[config.mk]
export PLATFORM = sky130hd
export DESIGN_NAME = mem_bus_bridge
export DESIGN_NICKNAME = d
export VERILOG_FILES = /design/src/rtl/mem_bus_pkg.sv /design/src/rtl/mem_bus_watchdog.sv /design/src/rtl/mem_bus_bridge.sv
export SDC_FILE = /design/constraint.sdc
export NUM_CORES = 1
export LEC_CHECK = 0
export ABC_AREA = 1
export ABC_CLOCK_PERIOD_IN_PS = 2090
export BUFFER_PORTS_ARGS = -buffer_cell sky130_fd_sc_hd__buf_2
export CAP_MARGIN = 30
export CORE_ASPECT_RATIO = 1.25
export CORE_UTILIZATION = 49
export DETAILED_ROUTE_END_ITERATION = 10
export GPL_ROUTABILITY_DRIVEN = 0
export PLACE_DENSITY_LB_ADDON = 0.12
export SYNTH_ARGS = -nofsm -noshare
export SYNTH_HDL_FRONTEND = slang
export SYNTH_SLANG_ARGS = --single-unit
[constraint.sdc]
create_clock -name clk -period 2.09 [get_ports clk]
set_input_delay 0 -clock clk [delete_from_list [all_inputs] [get_ports clk]]
set_output_delay 0 -clock clk [all_outputs]
set_load 0.02 [all_outputs]
[src/rtl/mem_bus_pkg.sv]
// Shared types and constants for the MEM-stage to data-bus bridge.
// The watchdog width helper keeps a disabled watchdog (timeout 0) at a legal 1-bit width.
package mem_bus_pkg;

    localparam int unsigned ADDR_W = 32;
    localparam int unsigned DATA_W = 32;
    localparam int unsigned STRB_W = 4;

    typedef enum logic [1:0] {
        IDLE = 2'd0,
        ADDR = 2'd1,
        DATA = 2'd2,
        DONE = 2'd3
    } bus_state_t;

    localparam logic [STRB_W-1:0] WSTRB_NONE = 4'b0000;

    // Latched copy of the pipeline request driven onto the bus.
    typedef struct packed {
        logic              wr;
        logic [STRB_W-1:0] wstrb;
        logic [ADDR_W-1:0] addr;
        logic [DATA_W-1:0] wdata;
    } bus_cmd_t;

    function automatic int unsigned wdog_width(input int unsigned timeout);
        return (timeout > 0) ? $clog2(timeout + 1) : 1;
    endfunction

endpackage

[src/rtl/mem_bus_watchdog.sv]
// Transaction watchdog: cleared on load, counts enabled cycles, flags expiry on
// the cycle the count would reach TIMEOUT_CYCLES. TIMEOUT_CYCLES = 0 never expires.
module mem_bus_watchdog
    import mem_bus_pkg::*;
#(
    parameter int unsigned TIMEOUT_CYCLES = 255
) (
    input  logic clk,
    input  logic rst,
    input  logic load,
    input  logic enable,
    output logic expire
);

    localparam int unsigned CNT_W = wdog_width(TIMEOUT_CYCLES);
    localparam int unsigned LAST  = (TIMEOUT_CYCLES > 0) ? TIMEOUT_CYCLES - 1 : 0;

    logic [CNT_W-1:0] count;

    always_ff @(posedge clk or negedge rst) begin
        if (!rst) begin
            count <= '0;
        end else if (load) begin
            count <= '0;
        end else if (enable) begin
            count <= count + CNT_W'(1);
        end
    end

    // Expiry is seen during the TIMEOUT_CYCLES-th busy cycle so the abort lands on that edge.
    assign expire = (TIMEOUT_CYCLES != 0) && enable && (count == CNT_W'(LAST));

endmodule

[src/rtl/mem_bus_bridge.sv]
// Converts single-cycle MEM-stage requests into a split address/data bus
// handshake, stalling the pipeline until the bus completes or the watchdog aborts.
module mem_bus_bridge
    import mem_bus_pkg::*;
#(
    parameter int unsigned       TIMEOUT_CYCLES = 255,
    parameter logic [DATA_W-1:0] ERR_RDATA      = 32'h0000_0000
) (
    input  logic              clk,
    input  logic              rst,
    input  logic              mem_en,
    input  logic [STRB_W-1:0] mem_wen,
    input  logic [ADDR_W-1:0] mem_addr,
    input  logic [DATA_W-1:0] mem_wdata,
    input  logic              hold,
    output logic [DATA_W-1:0] mem_rdata,
    output logic              stall,
    output logic              bus_err,
    output logic              bus_req,
    output logic              bus_wr,
    output logic [STRB_W-1:0] bus_wstrb,
    output logic [ADDR_W-1:0] bus_addr,
    output logic [DATA_W-1:0] bus_wdata,
    input  logic              bus_addr_ok,
    input  logic              bus_data_ok,
    input  logic [DATA_W-1:0] bus_rdata
);

    bus_state_t        state, state_nxt;
    bus_cmd_t          cmd, cmd_nxt;
    logic [DATA_W-1:0] rdata_nxt;
    logic              err_nxt;
    logic              req_nxt;
    logic              abandoned, abandoned_nxt;
    logic              wd_load, wd_enable, wd_expire;

    assign wd_load   = (state == IDLE) && mem_en;
    assign wd_enable = (state == ADDR) || (state == DATA);

    mem_bus_watchdog #(
        .TIMEOUT_CYCLES (TIMEOUT_CYCLES)
    ) u_watchdog (
        .clk    (clk),
        .rst    (rst),
        .load   (wd_load),
        .enable (wd_enable),
        .expire (wd_expire)
    );

    // State register and registered outputs.
    always_ff @(posedge clk or negedge rst) begin
        if (!rst) begin
            state     <= IDLE;
            cmd       <= '0;
            mem_rdata <= '0;
            bus_err   <= 1'b0;
            bus_req   <= 1'b0;
            abandoned <= 1'b0;
        end else begin
            state     <= state_nxt;
            cmd       <= cmd_nxt;
            mem_rdata <= rdata_nxt;
            bus_err   <= err_nxt;
            bus_req   <= req_nxt;
            abandoned <= abandoned_nxt;
        end
    end

    // Next-state and next-output logic.
    always_comb begin
        state_nxt     = state;
        cmd_nxt       = cmd;
        rdata_nxt     = mem_rdata;
        err_nxt       = bus_err;
        req_nxt       = bus_req;
        abandoned_nxt = abandoned;

        case (state)
            IDLE: begin
                if (mem_en) begin
                    cmd_nxt.wr    = (mem_wen != WSTRB_NONE);
                    cmd_nxt.wstrb = mem_wen;
                    cmd_nxt.addr  = mem_addr;
                    cmd_nxt.wdata = mem_wdata;
                    req_nxt       = 1'b1;
                    abandoned_nxt = 1'b0;
                    state_nxt     = ADDR;
                end
            end

            ADDR: begin
                if (!mem_en) begin
                    abandoned_nxt = 1'b1;
                end
                // A completing response beats a watchdog expiry on the same cycle.
                if (bus_addr_ok && bus_data_ok) begin
                    if (!cmd.wr) begin
                        rdata_nxt = bus_rdata;
                    end
                    req_nxt   = 1'b0;
                    state_nxt = DONE;
                end else if (wd_expire) begin
                    if (!cmd.wr) begin
                        rdata_nxt = ERR_RDATA;
                    end
                    err_nxt   = 1'b1;
                    req_nxt   = 1'b0;
                    state_nxt = DONE;
                end else if (bus_addr_ok) begin
                    req_nxt   = 1'b0;
                    state_nxt = DATA;
                end
            end

            DATA: begin
                if (!mem_en) begin
                    abandoned_nxt = 1'b1;
                end
                if (bus_data_ok) begin
                    if (!cmd.wr) begin
                        rdata_nxt = bus_rdata;
                    end
                    state_nxt = DONE;
                end else if (wd_expire) begin
                    if (!cmd.wr) begin
                        rdata_nxt = ERR_RDATA;
                    end
                    err_nxt   = 1'b1;
                    state_nxt = DONE;
                end
            end

            DONE: begin
                // A flushed request has no instruction waiting to retire, so hold is moot.
                if (!hold || abandoned) begin
                    err_nxt   = 1'b0;
                    state_nxt = IDLE;
                end
            end

            default: begin
                state_nxt = IDLE;
            end
        endcase
    end

    assign stall     = rst && mem_en && (state != DONE);
    assign bus_wr    = cmd.wr;
    assign bus_wstrb = cmd.wstrb;
    assign bus_addr  = cmd.addr;
    assign bus_wdata = cmd.wdata;

endmodule

==> results_tabular.tex <==
\begin{tabular}{lr}
\hline
Metric & Value \\
\hline
\multicolumn{2}{l}{\textbf{Final layout}} \\
\quad Layout overhead on the synthesized area & 53.46\% \\
\quad Post-Route Utilization & 78.77\% \\
\quad Final instance area & 8082 sq um \\
\quad Antenna fix cells & 0 \\
\quad Final Net Count & 1068 \\
\quad Fraction of layout cells with a size suffix above 1 & 29.13\% \\
\multicolumn{2}{l}{\textbf{Status}} \\
\quad Run status & finished clean \\
\multicolumn{2}{l}{\textbf{Worst hold path}} \\
\quad Hold Crit Class & primary input to flip-flop \\
\multicolumn{2}{l}{\textbf{Worst setup path}} \\
\quad Arrival time worst endpoint & 2.29 ns \\
\quad Worst Path Buf+Inv & 3 \\
\quad Slowest cell on the critical path & sky130\_fd\_sc\_hd\_\_dfrtp\_1 \\
\quad Crit Path Category & flip-flop to flip-flop \\
\quad Req. time, crit path & 2.43 ns \\
\quad CP peak stage delay & 0.40 ns \\
\quad Maximum fanout encountered on the critical timing path & 37 \\
\quad Crit end category & flip-flop \\
\quad Cell Chain, Critical Path & inv\_1 > ha\_1 > nand2\_2 > inv\_2 > buf\_4 > nand2\_1 > nand2\_1 \\
\quad Kind of cell with the highest combined delay on the critical path & buffers and inverters \\
\quad Worst path most repeated cell & sky130\_fd\_sc\_hd\_\_nand2\_1 \\
\quad Startpoint kind of the worst setup timing path & flip-flop \\
\multicolumn{2}{l}{\textbf{GRT}} \\
\quad Pin count of the biggest net entering global routing & 49 \\
\quad Number of antenna violations at the first check in global routing & 0 \\
\quad Number of global-route vias before repair & 5516 \\
\quad Overall overflow remaining after global route & 0 \\
\quad Wire length of the first global-routing pass & 25570 um \\
\quad GRT Overall Usage & 29.50\% \\
\multicolumn{2}{l}{\textbf{Clock network}} \\
\quad Latest clock arrival within the worst-skew pair & 0.41 ns \\
\quad H-tree level count & 4 \\
\quad Clock sink count & 114 \\
\quad Bufs on Longest Clock Path & 2 \\
\quad CTS Root Buffer Type & sky130\_fd\_sc\_hd\_\_clkbuf\_16 \\
\quad TritonCTS clock tree & yes \\
\quad Clock slew at the register clock pins of the worst setup and hold paths & 0.06 ns \\
\quad Num CTS Buffers & 17 \\
\quad Number of cells upsized or downsized after cts & 0 \\
\multicolumn{2}{l}{\textbf{Synthesis}} \\
\quad Most numerous cell types in the synthesized netlist & sky130\_fd\_sc\_hd\_\_nand2\_1, sky130\_fd\_sc\_hd\_\_dfrtp\_1, sky130\_fd\_sc\_hd\_\_nand3\_1 \\
\quad Synthesized-area fraction occupied by xor and xnor cells & 0\% \\
\quad Synth Flop Type & sky130\_fd\_sc\_hd\_\_dfrtp\_1 \\
\quad Netlist cell types & 27 \\
\quad Share of cell area taken by muxes after synthesis & 0\% \\
\quad Area share of the largest cell type after synthesis & 54.17\% \\
\quad Simple-gate share of the synthesized area & 36.47\% \\
\quad Most area-consuming cells after synthesis & sky130\_fd\_sc\_hd\_\_dfrtp\_1, sky130\_fd\_sc\_hd\_\_nand2\_1, sky130\_fd\_sc\_hd\_\_nand3\_1 \\
\quad FF+latch count, synth & 114 \\
\quad Main combinational cell family by area after synthesis & simple AND/OR/NAND/NOR gates \\
\quad Ys Warns & 0 \\
\quad Cell area after synthesis & 5266 sq um \\
\quad Net count after synthesis & 759 \\
\quad Fraction of the yosys area taken by sequential cells & 54.17\% \\
\quad Number of enable-type register cells in the synthesized netlist & 0 \\
\quad Most area-hungry cell type in the Yosys netlist & sky130\_fd\_sc\_hd\_\_dfrtp\_1 \\
\quad Most common cell in the synthesized netlist & sky130\_fd\_sc\_hd\_\_nand2\_1 \\
\quad Synth Area in Compound Gates & 2.590\% \\
\quad Share of synthesized cell area in full adder, half adder and majority cells & 1.663\% \\
\quad Avg Synthesized Cell Area & 8.152 sq um \\
\quad Post-synthesis async set-or-reset flop share & 100.0\% \\
\quad Cells after synthesis & 646 \\
\multicolumn{2}{l}{\textbf{Power}} \\
\quad Switching share of total power & 42.76\% \\
\quad Sequential share of power & 31.0\% \\
\quad Clock Power Share & 23.6\% \\
\quad Cell area power density & 1581 nW/um\^{}2 \\
\quad Internal power component & 7.315 mW \\
\quad Power spent charging and discharging nets & 5.465 mW \\
\quad Worst voltage drop across the vdd grid & 0.9413 mV \\
\quad Combinational cell fraction of total power & 45.3\% \\
\quad Static leakage & 4.515 nW \\
\multicolumn{2}{l}{\textbf{STA}} \\
\quad Hold slack & 0.09974 ns \\
\quad Final setup vio count & 0 \\
\quad Number of pins with negative max-slew slack in the final report & 0 \\
\quad Setup slack of the critical path after layout & 0.1460 ns \\
\quad Unrepaired setup endpoints after global routing & false \\
\quad Final hold violations & 0 \\
\quad Worst-case headroom to the max-slew limit & 60.68\% \\
\quad Shortest clock period the worst path allows after layout & 1.944 ns \\
\quad Slew of the pin with the lowest slew margin & 0.5898 ns \\
\quad Fraction of the cycle the final worst path needs & 93.01\% \\
\quad Maximum clock rate & 514.4 MHz \\
\quad Setup total negative slack & 0 ns \\
\quad Clk\_skew & 0.008575 ns \\
\multicolumn{2}{l}{\textbf{Job}} \\
\quad \# Max-Cap Violations & 0 \\
\multicolumn{2}{l}{\textbf{Routing}} \\
\quad Post-route antenna net violation count & 0 \\
\quad Number of DRC violations after detailed-routing iteration 0 & 334 \\
\quad Router iterations before antenna repair & 5 \\
\quad Post-Route WL & 15940 um \\
\quad Residual DRC & 0 \\
\quad Via density & 5.022 \\
\quad Final routed wire length divided by cell count & 14.53 um \\
\quad Total number of vias & 5509 \\
\multicolumn{2}{l}{\textbf{Die}} \\
\quad Total die area & 11170 sq um \\
\quad Die Width & 94.73 um \\
\quad Chip Height & 117.9 um \\
\quad Core Region & 10260 sq um \\
\quad I/O Pins & 210 \\
\quad Row count & 41 \\
\quad Initial Util & 51.33\% \\
\multicolumn{2}{l}{\textbf{Placement}} \\
\quad PortBufs & 209 \\
\quad Setup WS pre-CTS & 0.1706 ns \\
\quad Placed wire-length estimate after detailed placement & 9235 um \\
\quad Area of placed instances & 6429 sq um \\
\hline
\end{tabular}
-- tightest hold or removal path: stages --
cell                       delay [ns]
sky130_fd_sc_hd__buf_2           0.07
sky130_fd_sc_hd__nand2_1         0.05
sky130_fd_sc_hd__nor2_1          0.10
sky130_fd_sc_hd__nor2_1          0.05
sky130_fd_sc_hd__o211ai_1        0.09
sky130_fd_sc_hd__o21ai_0         0.09
-- placed cells by master (no fill, tap or decap), types with 6 or more instances in the layout --
cell and count:
sky130_fd_sc_hd__nand2_1 357, sky130_fd_sc_hd__buf_2 208, sky130_fd_sc_hd__dfrtp_1 114, sky130_fd_sc_hd__dlygate4sd3_1 104
sky130_fd_sc_hd__nand3_1 47, sky130_fd_sc_hd__nand3_2 22, sky130_fd_sc_hd__inv_1 17, sky130_fd_sc_hd__clkbuf_16 17
sky130_fd_sc_hd__nor2_1 13, sky130_fd_sc_hd__buf_4 10, sky130_fd_sc_hd__o21ai_0 8, sky130_fd_sc_hd__ha_1 7
sky130_fd_sc_hd__a21oi_1 6
-- power groups by stage --
| stage | Clock [mW] | Sequential, mW | Combinational, mW |
|---|---|---|---|
| floorplan | 0 | 5.08 | 2.55 |
| global route | 3.14 | 4.09 | 6.34 |
| finish | 3.02 | 3.97 | 5.79 |
| CTS | 3.03 | 3.95 | 5.72 |
| global placement | 0 | 3.91 | 5.38 |
| detailed placement | 0 | 3.94 | 5.55 |
-- sequential cells by signal, indices dropped and copies added, names as in the netlist --
register	count
bus_err	1
abandoned	1
bus_addr	32
bus_req	1
bus_wr	1
state	2
mem_rdata	32
bus_wstrb	4
bus_wdata	32
u_watchdog.count	8
-- cell families (layout without fill, tap and decap cells) --
kind of cell	Yosys count	in the layout
buffers and inverters	55	377
flip-flops	114	114
adder cells (fa/ha/maj)	7	7
AO/OA/AOI/OAI	22	22
AND/OR/NAND/NOR	448	448
-- per-layer routing --
layer / track usage, % / vias up / part of all wire, %
li1: - / 2635 / -
met1: 33.63 / 2576 / 38
met2: 50.54 / 256 / 51
met3: 7.881 / 42 / 7.3
met4: 13.45 / 0 / 3.1
met5: 0 / - / 0
-- stage by stage --
| step | instances | total power, mW |
|---|---|---|
| 2_1_floorplan | 646 | 7.628 |
| 3_5_place_dp | 961 | 9.494 |
| 4_1_cts | 1097 | 12.70 |
| 3_3_place_gp | 961 | 9.284 |
| 5_1_grt | 1097 | 13.57 |
| 6_report | 1097 | 12.78 |
-- what timing repair did --
action                     4_1_cts  5_1_grt
setup endpoints to repair        0        0
hold endpoints to repair       146        0
buffers inserted                 0        0
hold buffers                   104        0
-- path summary, 6_finish.rpt --
kind | endpoint | cells after the start | start | slack, ns
max | bus_addr[6] | 7 | state[1] | 0.15
max in group asynchronous | bus_addr[13] | 3 | rst | 1.19
min in group asynchronous | bus_err | 2 | rst | 0.15
min | bus_err | 6 | hold | 0.1
max reg2reg | bus_addr[6] | 7 | state[1] | 0.15
min reg2reg | bus_wdata[15] | 2 | bus_wdata[15] | 0.47
-- final cells by class --
type                            instances  area [sq um]
Tap cell                              129         161.4
Sequential cell                       114          2853
Multi-Input combinational cell        477          2147
Timing Repair Buffer                  326          2237
Fill cell                             667          2178
Clock buffer                           22         454.2
Inverter                               19         71.32
Clock inverter                         10         157.7
Power figures use the tool's default switching activity.
